File: config.mk
export PLATFORM = sky130hd
export DESIGN_NAME = spi_mem_ctrl
export DESIGN_NICKNAME = d
export VERILOG_FILES = /design/src/rtl/spi_mem_ctrl.sv
export SDC_FILE = /design/constraint.sdc
export NUM_CORES = 1
export LEC_CHECK = 0
export BUFFER_PORTS_ARGS = -buffer_cell sky130_fd_sc_hd__buf_2
export CORE_MARGIN = 2
export CORE_UTILIZATION = 53
export CTS_CLUSTER_SIZE = 25
export DETAILED_ROUTE_END_ITERATION = 12
export PLACE_DENSITY_LB_ADDON = 0.3
export SETUP_SLACK_MARGIN = 0.5
export SLEW_MARGIN = 10
export SYNTH_ARGS = -nofsm -noshare
export SYNTH_HDL_FRONTEND = slang
export SYNTH_SLANG_ARGS = --single-unit
File: constraint.sdc
create_clock -name clk -period 2.5 [get_ports clk]
set_input_delay 0.5 -clock clk [delete_from_list [all_inputs] [get_ports clk]]
set_output_delay 0.5 -clock clk [all_outputs]
set_load 0.01 [all_outputs]
File: src/rtl/spi_mem_ctrl.sv
// SPI frame <-> register-file transaction sequencer: command decode, write assembly, read serialisation.
// Optional inter-frame idle abort is built when SPI_MEM_TIMEOUT_EN is defined.
module spi_mem_ctrl #(
  parameter int FRAME_SIZE     = 8,
  parameter int DATA_WIDTH     = 32,
  parameter int ADDR_WIDTH     = 4,
  parameter int TIMEOUT_CYCLES = 1024
) (
  input  logic                  clk,
  input  logic                  reset_n,
  input  logic                  rx_valid,
  input  logic [FRAME_SIZE-1:0] rx_data,
  output logic                  tx_load,
  output logic [FRAME_SIZE-1:0] tx_data,
  output logic                  mem_we,
  output logic                  mem_re,
  output logic [ADDR_WIDTH-1:0] mem_addr,
  output logic [DATA_WIDTH-1:0] mem_wdata,
  input  logic [DATA_WIDTH-1:0] mem_rdata,
  output logic                  busy,
  output logic                  err
);

  localparam int DATA_BYTES = DATA_WIDTH / FRAME_SIZE;
  localparam int CNT_W      = $clog2(DATA_BYTES + 1);

  typedef enum logic [2:0] {
    IDLE    = 3'd0,
    WDATA   = 3'd1,
    COMMIT  = 3'd2,
    RD_REQ  = 3'd3,
    RD_WAIT = 3'd4,
    RDATA   = 3'd5
  } state_t;

  state_t                  state_q, state_d;
  logic [CNT_W-1:0]        byte_cnt_q, byte_cnt_d, byte_cnt_nxt;
  logic [ADDR_WIDTH-1:0]   addr_q, addr_d;
  logic [DATA_WIDTH-1:0]   wdata_q, wdata_d;
  logic [DATA_WIDTH-1:0]   rbuf_q, rbuf_d;
  logic [FRAME_SIZE-1:0]   tx_data_q, tx_data_d;
  logic                    err_q, overrun, tmo_hit;

  assign byte_cnt_nxt = byte_cnt_q + 1'b1;

`ifdef SPI_MEM_TIMEOUT_EN
  localparam int TMO_W = $clog2(TIMEOUT_CYCLES + 1);
  logic [TMO_W-1:0] tmo_q;
  logic             waiting;

  assign waiting = (state_q == WDATA) || (state_q == RDATA);
  assign tmo_hit = waiting && !rx_valid && (tmo_q == TMO_W'(TIMEOUT_CYCLES - 1));

  always_ff @(posedge clk or negedge reset_n) begin
    if (!reset_n)                 tmo_q <= '0;
    else if (rx_valid || !waiting) tmo_q <= '0;
    else                          tmo_q <= tmo_q + 1'b1;
  end
`else
  wire unused_tmo = (TIMEOUT_CYCLES > 0);
  assign tmo_hit = 1'b0;
`endif

  always_comb begin
    state_d    = state_q;
    byte_cnt_d = byte_cnt_q;
    addr_d     = addr_q;
    wdata_d    = wdata_q;
    rbuf_d     = rbuf_q;
    tx_data_d  = tx_data_q;
    tx_load    = 1'b0;
    mem_we     = 1'b0;
    mem_re     = 1'b0;
    overrun    = 1'b0;
    case (state_q)
      IDLE: begin
        if (rx_valid) begin
          addr_d     = rx_data[ADDR_WIDTH:1];
          byte_cnt_d = '0;
          state_d    = rx_data[0] ? WDATA : RD_REQ;
        end
      end
      WDATA: begin
        if (rx_valid) begin
          for (int i = 0; i < DATA_BYTES; i++)
            if (byte_cnt_q == CNT_W'(i)) wdata_d[i*FRAME_SIZE +: FRAME_SIZE] = rx_data;
          byte_cnt_d = byte_cnt_nxt;
          if (byte_cnt_q == CNT_W'(DATA_BYTES - 1)) begin
            byte_cnt_d = '0;
            state_d    = COMMIT;
          end
        end else if (tmo_hit) begin
          byte_cnt_d = '0;
          state_d    = IDLE;
        end
      end
      COMMIT: begin
        mem_we  = 1'b1;
        overrun = rx_valid;
        state_d = IDLE;
      end
      RD_REQ: begin
        mem_re  = 1'b1;
        overrun = rx_valid;
        state_d = RD_WAIT;
      end
      RD_WAIT: begin
        // Read data is only valid this cycle, so it feeds tx_data directly while rbuf captures it.
        overrun    = rx_valid;
        rbuf_d     = mem_rdata;
        tx_data_d  = mem_rdata[FRAME_SIZE-1:0];
        tx_load    = 1'b1;
        byte_cnt_d = '0;
        state_d    = RDATA;
      end
      RDATA: begin
        if (rx_valid) begin
          if (byte_cnt_q == CNT_W'(DATA_BYTES - 1)) begin
            byte_cnt_d = '0;
            state_d    = IDLE;
          end else begin
            byte_cnt_d = byte_cnt_nxt;
            tx_load    = 1'b1;
            for (int i = 0; i < DATA_BYTES; i++)
              if (byte_cnt_nxt == CNT_W'(i)) tx_data_d = rbuf_q[i*FRAME_SIZE +: FRAME_SIZE];
          end
        end else if (tmo_hit) begin
          byte_cnt_d = '0;
          state_d    = IDLE;
        end
      end
      default: begin
        byte_cnt_d = '0;
        state_d    = IDLE;
      end
    endcase
  end

  // State and data registers
  always_ff @(posedge clk or negedge reset_n) begin
    if (!reset_n) begin
      state_q    <= IDLE;
      byte_cnt_q <= '0;
      addr_q     <= '0;
      wdata_q    <= '0;
      rbuf_q     <= '0;
      tx_data_q  <= '0;
      err_q      <= 1'b0;
    end else begin
      state_q    <= state_d;
      byte_cnt_q <= byte_cnt_d;
      addr_q     <= addr_d;
      wdata_q    <= wdata_d;
      rbuf_q     <= rbuf_d;
      tx_data_q  <= tx_data_d;
      err_q      <= overrun | tmo_hit;
    end
  end

  assign tx_data   = tx_data_d;
  assign mem_addr  = addr_q;
  assign mem_wdata = wdata_q;
  assign busy      = (state_q != IDLE);
  assign err       = err_q;

endmodule

==> metrics.cfg, run 1 <==
[outcome]
status=finished, violations left
failed_checks=setup timing

[sta]
setup_ws_ns=-0.286
tightest_slew_ns=0.527
rsz0062_at_grt=yes
max_freq_ghz=0.359
fin_crit_sh_pct=111
setup-violations-final=9
report.final.hold_viol_count=0
fin_skew_ns=0.0154
min_period_ns=2.79
slew_viol_final=0
slew_headroom_pct=64.9

[routing]
wirelength_um=9150
drc=0
drt_pass1_iterations=5
ant_nets=0
dr.first_iter.drc_count=186
via_per_inst=5.66
vias=2955
routedWlPerCell_um=17.5

[layout]
drive_above_1_share_pct=55.6
num-fill-cells=496
fin_nets=471
antenna_cells=0
final_core_util_pct=71.6
synthToLayoutAreaGrowth_pct=29.7
stdcell_count=522

[global_route]
grt_pass1_vias=3035
grt_max_degree=43
grt_pass1_wl_um=14900
grt_use_total_pct=25.1
antenna_found_initial=0
grt_remaining_overflow=0

[power]
vdd_drop_max_v=0.000725
cellPowerDensity_nw_per_um2=1360
p_leak_nw=2.28

[min_path]
worstHoldPathType=in -> async

[clocking]
worstSkewPairLatency_ns=0.36
numCtsBuffers=9
cts_sinks=83
path_clk_slew_ns=0.10
clock_path_buffers=2
cts_root_buf=clkbuf_8
cts_tree=built
htreeDepth=3
cts_hold_buf=0

[synthesis]
ys_seq_area_share_pct=55.1
synth_cell_types=36
yosys.area.top_type_share_pct=55.1
synthesis.area_um2=3770
yosysWarningCount=0
postSynthCellCount=306
ys_seq_elements=83
yosysTopAreaCell=dfrtp_1
synth.area.top_cells=dfrtp_1, mux2_2, ha_1
synth.net_count=356
synth.avg_cell_area_um2=12.3

[die]
num_rows=30
die_width_um=88.4
die-area_um2=7810
initial_core_util_pct=55.2
io_pins=92
coreArea_um2=6830
die_y_um=88.4

[job]
maxCapViolCount=0

[setup_path]
end_kind=primary output
cp-start-kind=flop
critPathKind=reg -> out
critPathMaxFanout=6
worstPathArrival_ns=2.29
required_ns=2.00

[place]
dp_hpwl_um=6200
pre_cts_ws_ns=0.0386
portBuffers=91
gp_congestion=0.928
dp.cells=490

-- flip-flops by register name, summed over array words and instances, names as in the netlist --
name / flops
state_q: 3
err: 1
byte_cnt_q: 3
mem_wdata: 32
tx_data_q: 8
rbuf_q: 32
mem_addr: 4
-- synthesized netlist by cell type --
library cell and n:
a2111oi_0 1, a21boi_0 1, a21o_1 2, a21oi_1 16, a221oi_1 3, a22oi_1 7
a32oi_1 2, and2_1 2, and2b_1 1, buf_2 7, buf_4 2, buf_6 1
clkbuf_1 3, dfrtp_1 83, ha_1 7, inv_1 12, mux2_1 2, mux2_2 65
mux2i_1 3, nand2_1 20, nand2_2 3, nand2b_1 5, nand2b_4 1, nor2_1 14
nor2b_1 4, nor3_1 3, nor3_2 1, nor3_4 1, o21a_1 1, o21ai_0 17
o21ai_1 1, o221ai_1 6, o22ai_1 1, o32ai_1 5, or2_2 1, or3_1 2
-- where the power goes --
group	internal, mW	switching, mW	total [mW]
combinational	1.61	1.64	3.25
sequential	2.00	0.443	2.45
clock	0.400	0.571	0.971
total	4.01	2.65	6.67
-- cell families (layout without fill, tap and decap cells) --
| logic type | count (synthesis) | count (layout) | share of synthesized area [%] |
|---|---|---|---|
| adders and majority gates | 7 | 7 | 2.32 |
| AOI/OAI and AO/OA | 63 | 63 | 10.8 |
| muxes | 70 | 70 | 20.8 |
| DFF | 83 | 83 | 55.1 |
| buffers and inverters | 25 | 145 | 3.12 |
| and+or+nand+nor | 58 | 58 | 7.86 |
-- area by class of cell --
cell class / instances / area, um2 / area share, %
Inverter: 12 / 48.8 / 0.997
Tap cell: 96 / 120 / 2.46
Sequential cell: 83 / 2080 / 42.5
Clock inverter: 7 / 81.3 / 1.66
Multi-Input combinational cell: 198 / 1740 / 35.5
Clock buffer: 9 / 124 / 2.53
Timing Repair Buffer: 117 / 703 / 14.4
-- critical path, cell delays in order (launching register included) --
cell and delay [ns]:
dfrtp_2 0.46, ha_4 0.18, ha_4 0.31, clkinvlp_4 0.17, buf_6 0.17, buf_6 0.11
nand2_1 0.05, a21oi_1 0.06, o221ai_1 0.17, nand2_1 0.11, buf_2 0.15
-- routing by layer --
metal	share of wire (%)	routed length, um	track usage (%)
met1	42	3820	32.2
met2	50	4530	40.8
met3	7.3	669	8.96
met4	1.4	124	6.47
met5	0	0	0
-- cell usage in the layout (no fill, tap or decap), types with 3 or more instances in the layout --
cell      Yosys  layout
o32ai_2       0       3
inv_1        12      10
buf_4         2      20
nor2_1       14       9
dfrtp_1      83      81
o21ai_2       0       3
a21oi_2       0       3
a22oi_1       7       7
clkbuf_8      0       9
buf_6         1       6
o221ai_1      6       5
a21oi_1      16      13
nand2b_1      5       4
o21ai_0      17       7
nor2_2        0       3
nor3_1        3       3
nand2_1      20      18
nand2_2       3       5
mux2i_1       3       3
ha_2          0       3
buf_2         7      89
nor2b_1       4       3
mux2_2       65      65
o21ai_1       1       8
-- timing repair --
item,CTS,global route
resized for setup,21,17
setup buffers,15,1
pin swaps,9,8
setup endpoints to repair,9,13
-- per-stage QoR --
stage                     setup TNS [ns]  total power [mW]  instance area, um2  hold WS (ns)
after detailed placement               0              5.17                4420         0.483
after CTS                          -1.84              6.46                4800         0.106
after global routing               -3.15              7.08                4890         0.133
after global placement                 0              5.06                4420         0.471
after floorplan                        0              4.22                3830         0.204
final                              -2.28              6.67                4890        0.0966
-- final timing paths --
| kind | startpoint | endpoint | slack, ns | cells after the start |
|---|---|---|---|---|
| min in group clk | mem_rdata[21] | rbuf_q[21]$_DFFE_PN0P_ | 0.36 | 2 |
| min | reset_n | mem_wdata[5]$_DFFE_PN0P_ | 0.1 | 1 |
| max reg2reg | byte_cnt_q[1]$_DFFE_PN0P_ | tx_data_q[1]$_DFF_PN0_ | -0.24 | 16 |
| max | byte_cnt_q[1]$_DFFE_PN0P_ | tx_data[1] | -0.29 | 10 |
| max in group asynchronous | reset_n | byte_cnt_q[1]$_DFFE_PN0P_ | 1.77 | 2 |
| min reg2reg | mem_wdata[7]$_DFFE_PN0P_ | mem_wdata[7]$_DFFE_PN0P_ | 0.50 | 1 |
Note: power is estimated with default switching activity, not from simulation.
==> run 2, diff against run 1 <==
PLACE_DENSITY = 0.87   (was default)
PLACE_DENSITY_LB_ADDON = default   (was 0.3)
==> metrics.cfg, run 2 (synthesis gave the netlist of run 1 again) <==
[sta]
setup_ws_ns=-0.317
holdWs_ns=0.113
slew_viol_final=0
slew_headroom_pct=64.9
tns_ns=-2.11
max_freq_ghz=0.355
rsz0062_at_grt=yes
setup-violations-final=8
fin_skew_ns=0.0130
fin_crit_sh_pct=113
min_period_ns=2.82
tightest_slew_ns=0.527
report.final.hold_viol_count=0

[layout]
drive_above_1_share_pct=54.2
stdcell_count=522
fin_nets=471
final_common_cell=buf_2
mostFrequentLayoutCells=buf_2, dfrtp_1, mux2_2
antenna_cells=0
final_core_util_pct=71.3
final_area_um2=4870
synthToLayoutAreaGrowth_pct=29.2

[die]
num_rows=30
die-area_um2=7810
die_y_um=88.4
io_pins=92
die_width_um=88.4
initial_core_util_pct=55.2
coreArea_um2=6830

[routing]
routedWlPerCell_um=18.2
via_per_inst=5.70
wirelength_um=9490
drt_pass1_iterations=5
vias=2977
dr.first_iter.drc_count=204
ant_nets=0
drc=0

[setup_path]
end_kind=primary output
reg2reg_setup_slack_ns=0.49
r2r-start=byte_cnt_q[1]$_DFFE_PN0P_
critPathKind=reg -> out
required_ns=2.00
reg2reg_depth=10
cp-start-kind=flop
critPathMaxFanout=8
worstPathArrival_ns=2.32
rr_endpoint=tx_data_q[1]$_DFF_PN0_

[power]
seqPwrFrac_pct=37.1
cellPowerDensity_nw_per_um2=1370
p_leak_nw=2.28
p_clk_share_pct=15.7
pwr-share-comb_pct=47.1
vdd_drop_max_v=0.000717
finalPower_mw=6.70
p_int_mw=4.13
switching_share_pct=38.3
p_switching_mw=2.57

[global_route]
grt_use_total_pct=25.3
grt_remaining_overflow=0
antenna_found_initial=0
grt_max_degree=44
grt_pass1_wl_um=14600
grt_pass1_vias=2900

[clocking]
path_clk_slew_ns=0.09
clock_path_buffers=2
cts_sinks=83
cts_root_buf=clkbuf_8
numCtsBuffers=9
cts_hold_buf=0
worstSkewPairLatency_ns=0.35
cts_tree=built
htreeDepth=3

[place]
gp_congestion=0.864
dp.cells=489
pre_cts_ws_ns=0.0310
portBuffers=91
dp_hpwl_um=6370
place_area_um2=4410

[job]
maxCapViolCount=0

[outcome]
status=finished, violations left
failed_checks=setup timing

[min_path]
worstHoldPathType=in -> async

==> run 2: cell types whose count changed in the layout (fill, tap and decap cells not counted), sizes merged <==
cell / before / now
clkinv: 3 / 1
clkbuf: 9 / 11
bufinv: 0 / 2
clkinvlp: 1 / 2
inv: 15 / 12
==> run 2: per-layer routing <==
metal	up-vias	track usage (%)	routed length, um
met5	-	0	0
li1	1332	-	-
met2	130	39.6	4660
met1	1493	33.3	3930
met3	22	9.14	727
met4	0	7.71	178
==> run 2: worst max-delay path, stage by stage (launching register included) <==
cell      delay [ns]
dfrtp_2         0.45
ha_4            0.18
ha_4            0.32
buf_4           0.13
nand2b_4        0.05
a21oi_2         0.14
o21ai_1         0.11
a221oi_2        0.33
o21ai_2         0.11
buf_2           0.15
==> run 2: area by class of cell <==
class,instances,area (um2)
repair buffers,117,679
clock buffers,11,131
clock inverters,5,85.1
well taps,96,120
multi-input cells,198,1730
flip-flops and latches,83,2080
fillers,461,1960
inverters,12,48.8
==> run 2: what timing repair did <==
action | CTS | global route
gates resized for setup | 23 | 9
endpoints found under the setup margin | 9 | 24
pin swaps | 5 | 14
gates cloned | 0 | 0
buffers inserted | 9 | 8
==> run 2: power groups by stage <==
stage | sequential (mW) | combinational, mW | clock [mW]
detailed placement | 2.46 | 2.72 | 0
global route | 2.55 | 3.39 | 1.12
CTS | 2.46 | 2.99 | 1.07
finish | 2.49 | 3.16 | 1.06
global placement | 2.42 | 2.61 | 0
floorplan | 2.46 | 1.75 | 0
==> run 2: worst max-delay path by stage <==
stage,from,to,slack (ns),depth (start not counted)
6_report,byte_cnt_q[1]$_DFFE_PN0P_,tx_data[0],-0.32,9
5_1_grt,byte_cnt_q[1]$_DFFE_PN0P_,tx_data[3],-0.44,8
4_1_cts,byte_cnt_q[0]$_DFFE_PN0P_,tx_data[6],-0.25,9
3_5_place_dp,byte_cnt_q[0]$_DFFE_PN0P_,tx_data[4],0.03,8
3_3_place_gp,byte_cnt_q[0]$_DFFE_PN0P_,tx_data[4],0.11,8
2_1_floorplan,byte_cnt_q[0]$_DFFE_PN0P_,tx_data[4],0.41,8
==> run 3, diff against run 2 <==
CORE_UTILIZATION = 55   (was 53)
CTS_BUF_LIST = sky130_fd_sc_hd__clkbuf_8   (was default)
PLACE_DENSITY = 0.9   (was 0.87)
==> metrics.cfg, run 3 (synthesis gave the netlist of run 1 again) <==
[outcome]
status=finished, violations left
failed_checks=setup timing

[die]
die_y_um=86.8
initial_core_util_pct=56.1
io_pins=92
die_width_um=86.8
die-area_um2=7540
coreArea_um2=6720
num_rows=30

[setup_path]
setup.worst_path.start=byte_cnt_q[1]$_DFFE_PN0P_
crit_buf_inv=4
required_ns=2.00
cp_slowest_stage_delay_ns=0.44
reg2reg_setup_slack_ns=0.44
crit_family=buffers and inverters
end_kind=primary output
critPathMaxFanout=7
cp-start-kind=flop
r2r-start=byte_cnt_q[1]$_DFFE_PN0P_
worstPathArrival_ns=2.46
cpMaxStageDelayCell=dfrtp_1
path_cells=ha_4, ha_4, buf_4, clkinvlp_4, buf_6, nand2_1, a21oi_1, o221ai_1, nand2_1, buf_2
critPathKind=reg -> out

[clocking]
worstSkewPairLatency_ns=0.36
cts_tree=built
cts_hold_buf=0
path_clk_slew_ns=0.09
numCtsBuffers=9
cts_root_buf=clkbuf_8
htreeDepth=3
clock_path_buffers=2
cts_sinks=83

[layout]
final_area_um2=4830
final_common_cell=buf_2
antenna_cells=0
final_core_util_pct=71.9
synthToLayoutAreaGrowth_pct=28.0
drive_above_1_share_pct=54.3
multi_input_area_um2=1780
num-fill-cells=416
fin_nets=464
mostFrequentLayoutCells=buf_2, dfrtp_1, mux2_2
final-seq-area_um2=2080

[global_route]
grt_util_met1_pct=35.6
antenna_found_initial=0
met2_usage_pct=39.1
grt_remaining_overflow=0
grt_pass1_vias=2946
grt_use_met3_pct=8.19
grt_max_degree=48
top_usage_layer=met2
grt_use_total_pct=25.9
grt_pass1_wl_um=14900

[routing]
drc=0
wirelength_um=10500
via_per_inst=6.17
drt_pass1_iterations=6
vias=3074
ant_nets=0
dr.first_iter.drc_count=417
routedWlPerCell_um=21.0

[power]
finalPower_mw=6.81
cellPowerDensity_nw_per_um2=1410
p_leak_nw=2.24
vdd_drop_max_v=0.000933

[sta]
slew_headroom_pct=54.9
report.final.hold_viol_count=0
fin_skew_ns=0.0112
setup-violations-final=8
tightest_slew_ns=0.671
rsz0062_at_grt=yes
fin_crit_sh_pct=118
max_freq_ghz=0.338
min_period_ns=2.96
slew_viol_final=0
setup_ws_ns=-0.459

[place]
gp_congestion=0.888
portBuffers=91
place_area_um2=4360
dp_hpwl_um=6110

[min_path]
worstHoldPathType=in -> async

[job]
maxCapViolCount=0

run 3: cell count changes in the layout (fill, tap and decap cells not counted), sizes merged:
| cell | delta |
|---|---|
| buf | -8 |
| clkbuf | -2 |
| clkinv | +1 |
| bufinv | -1 |
| clkinvlp | +2 |
run 3: through the flow:
step                      hold slack [ns]  setup WS, ns  instances  TNS [ns]
after global routing                0.117        -0.492        498     -3.05
after global placement              0.475         0.142        470         0
after CTS                           0.106        -0.237        498     -1.40
final                              0.0873        -0.459        498     -2.58
after detailed placement            0.483        0.0750        470         0
after floorplan                     0.204         0.409        306         0
run 3: worst reg2reg max path: stages (launching register included):
cell and delay (ns):
dfrtp_1 0.44, ha_4 0.20, ha_4 0.34, buf_4 0.14
clkinvlp_4 0.12, buf_6 0.16, nand2_1 0.06, a21oi_1 0.07
o221ai_1 0.22, nand2_1 0.16
run 3: layout make-up:
| type | count | area share (%) |
|---|---|---|
| timing repair buffer | 109 | 13.1 |
| timing repair inverter | 1 | 0.155 |
| clock inverter | 6 | 1.22 |
| multi-input combinational | 198 | 36.8 |
| inverter | 12 | 1.06 |
| sequential | 83 | 43.0 |
| tap | 80 | 2.07 |
| clock buffer | 9 | 2.57 |
run 3: power breakdown:
group	internal (mW)	leakage (nW)	total (mW)	switching, mW
Combinational	1.59	1.15	3.37	1.78
Clock	0.449	0.0923	0.939	0.490
Sequential	2.00	1.00	2.50	0.495
run 3: timing repair:
action                                  4_1_cts  5_1_grt
cloned                                        1        0
pin swaps                                    12       10
buffers inserted                             12        0
endpoints found under the setup margin        9       17
gates resized for setup                      24       18
run 3: routing by layer:
| layer | vias to the layer above | routed length (um) | share of wire (%) |
|---|---|---|---|
| li1 | 1313 | - | - |
| met1 | 1489 | 4120 | 39 |
| met2 | 218 | 4920 | 47 |
| met3 | 54 | 953 | 9.1 |
| met4 | 0 | 490 | 4.7 |
| met5 | - | 0 | 0 |
run 3: worst paths after layout:
check / to / depth (start not counted)
min: rbuf_q[28]$_DFFE_PN0P_ / 1
max in group asynchronous: mem_wdata[14]$_DFFE_PN0P_ / 2
min in group clk: rbuf_q[28]$_DFFE_PN0P_ / 2
min reg2reg: mem_wdata[14]$_DFFE_PN0P_ / 1
max reg2reg: tx_data_q[3]$_DFF_PN0_ / 9
max: tx_data[3] / 10
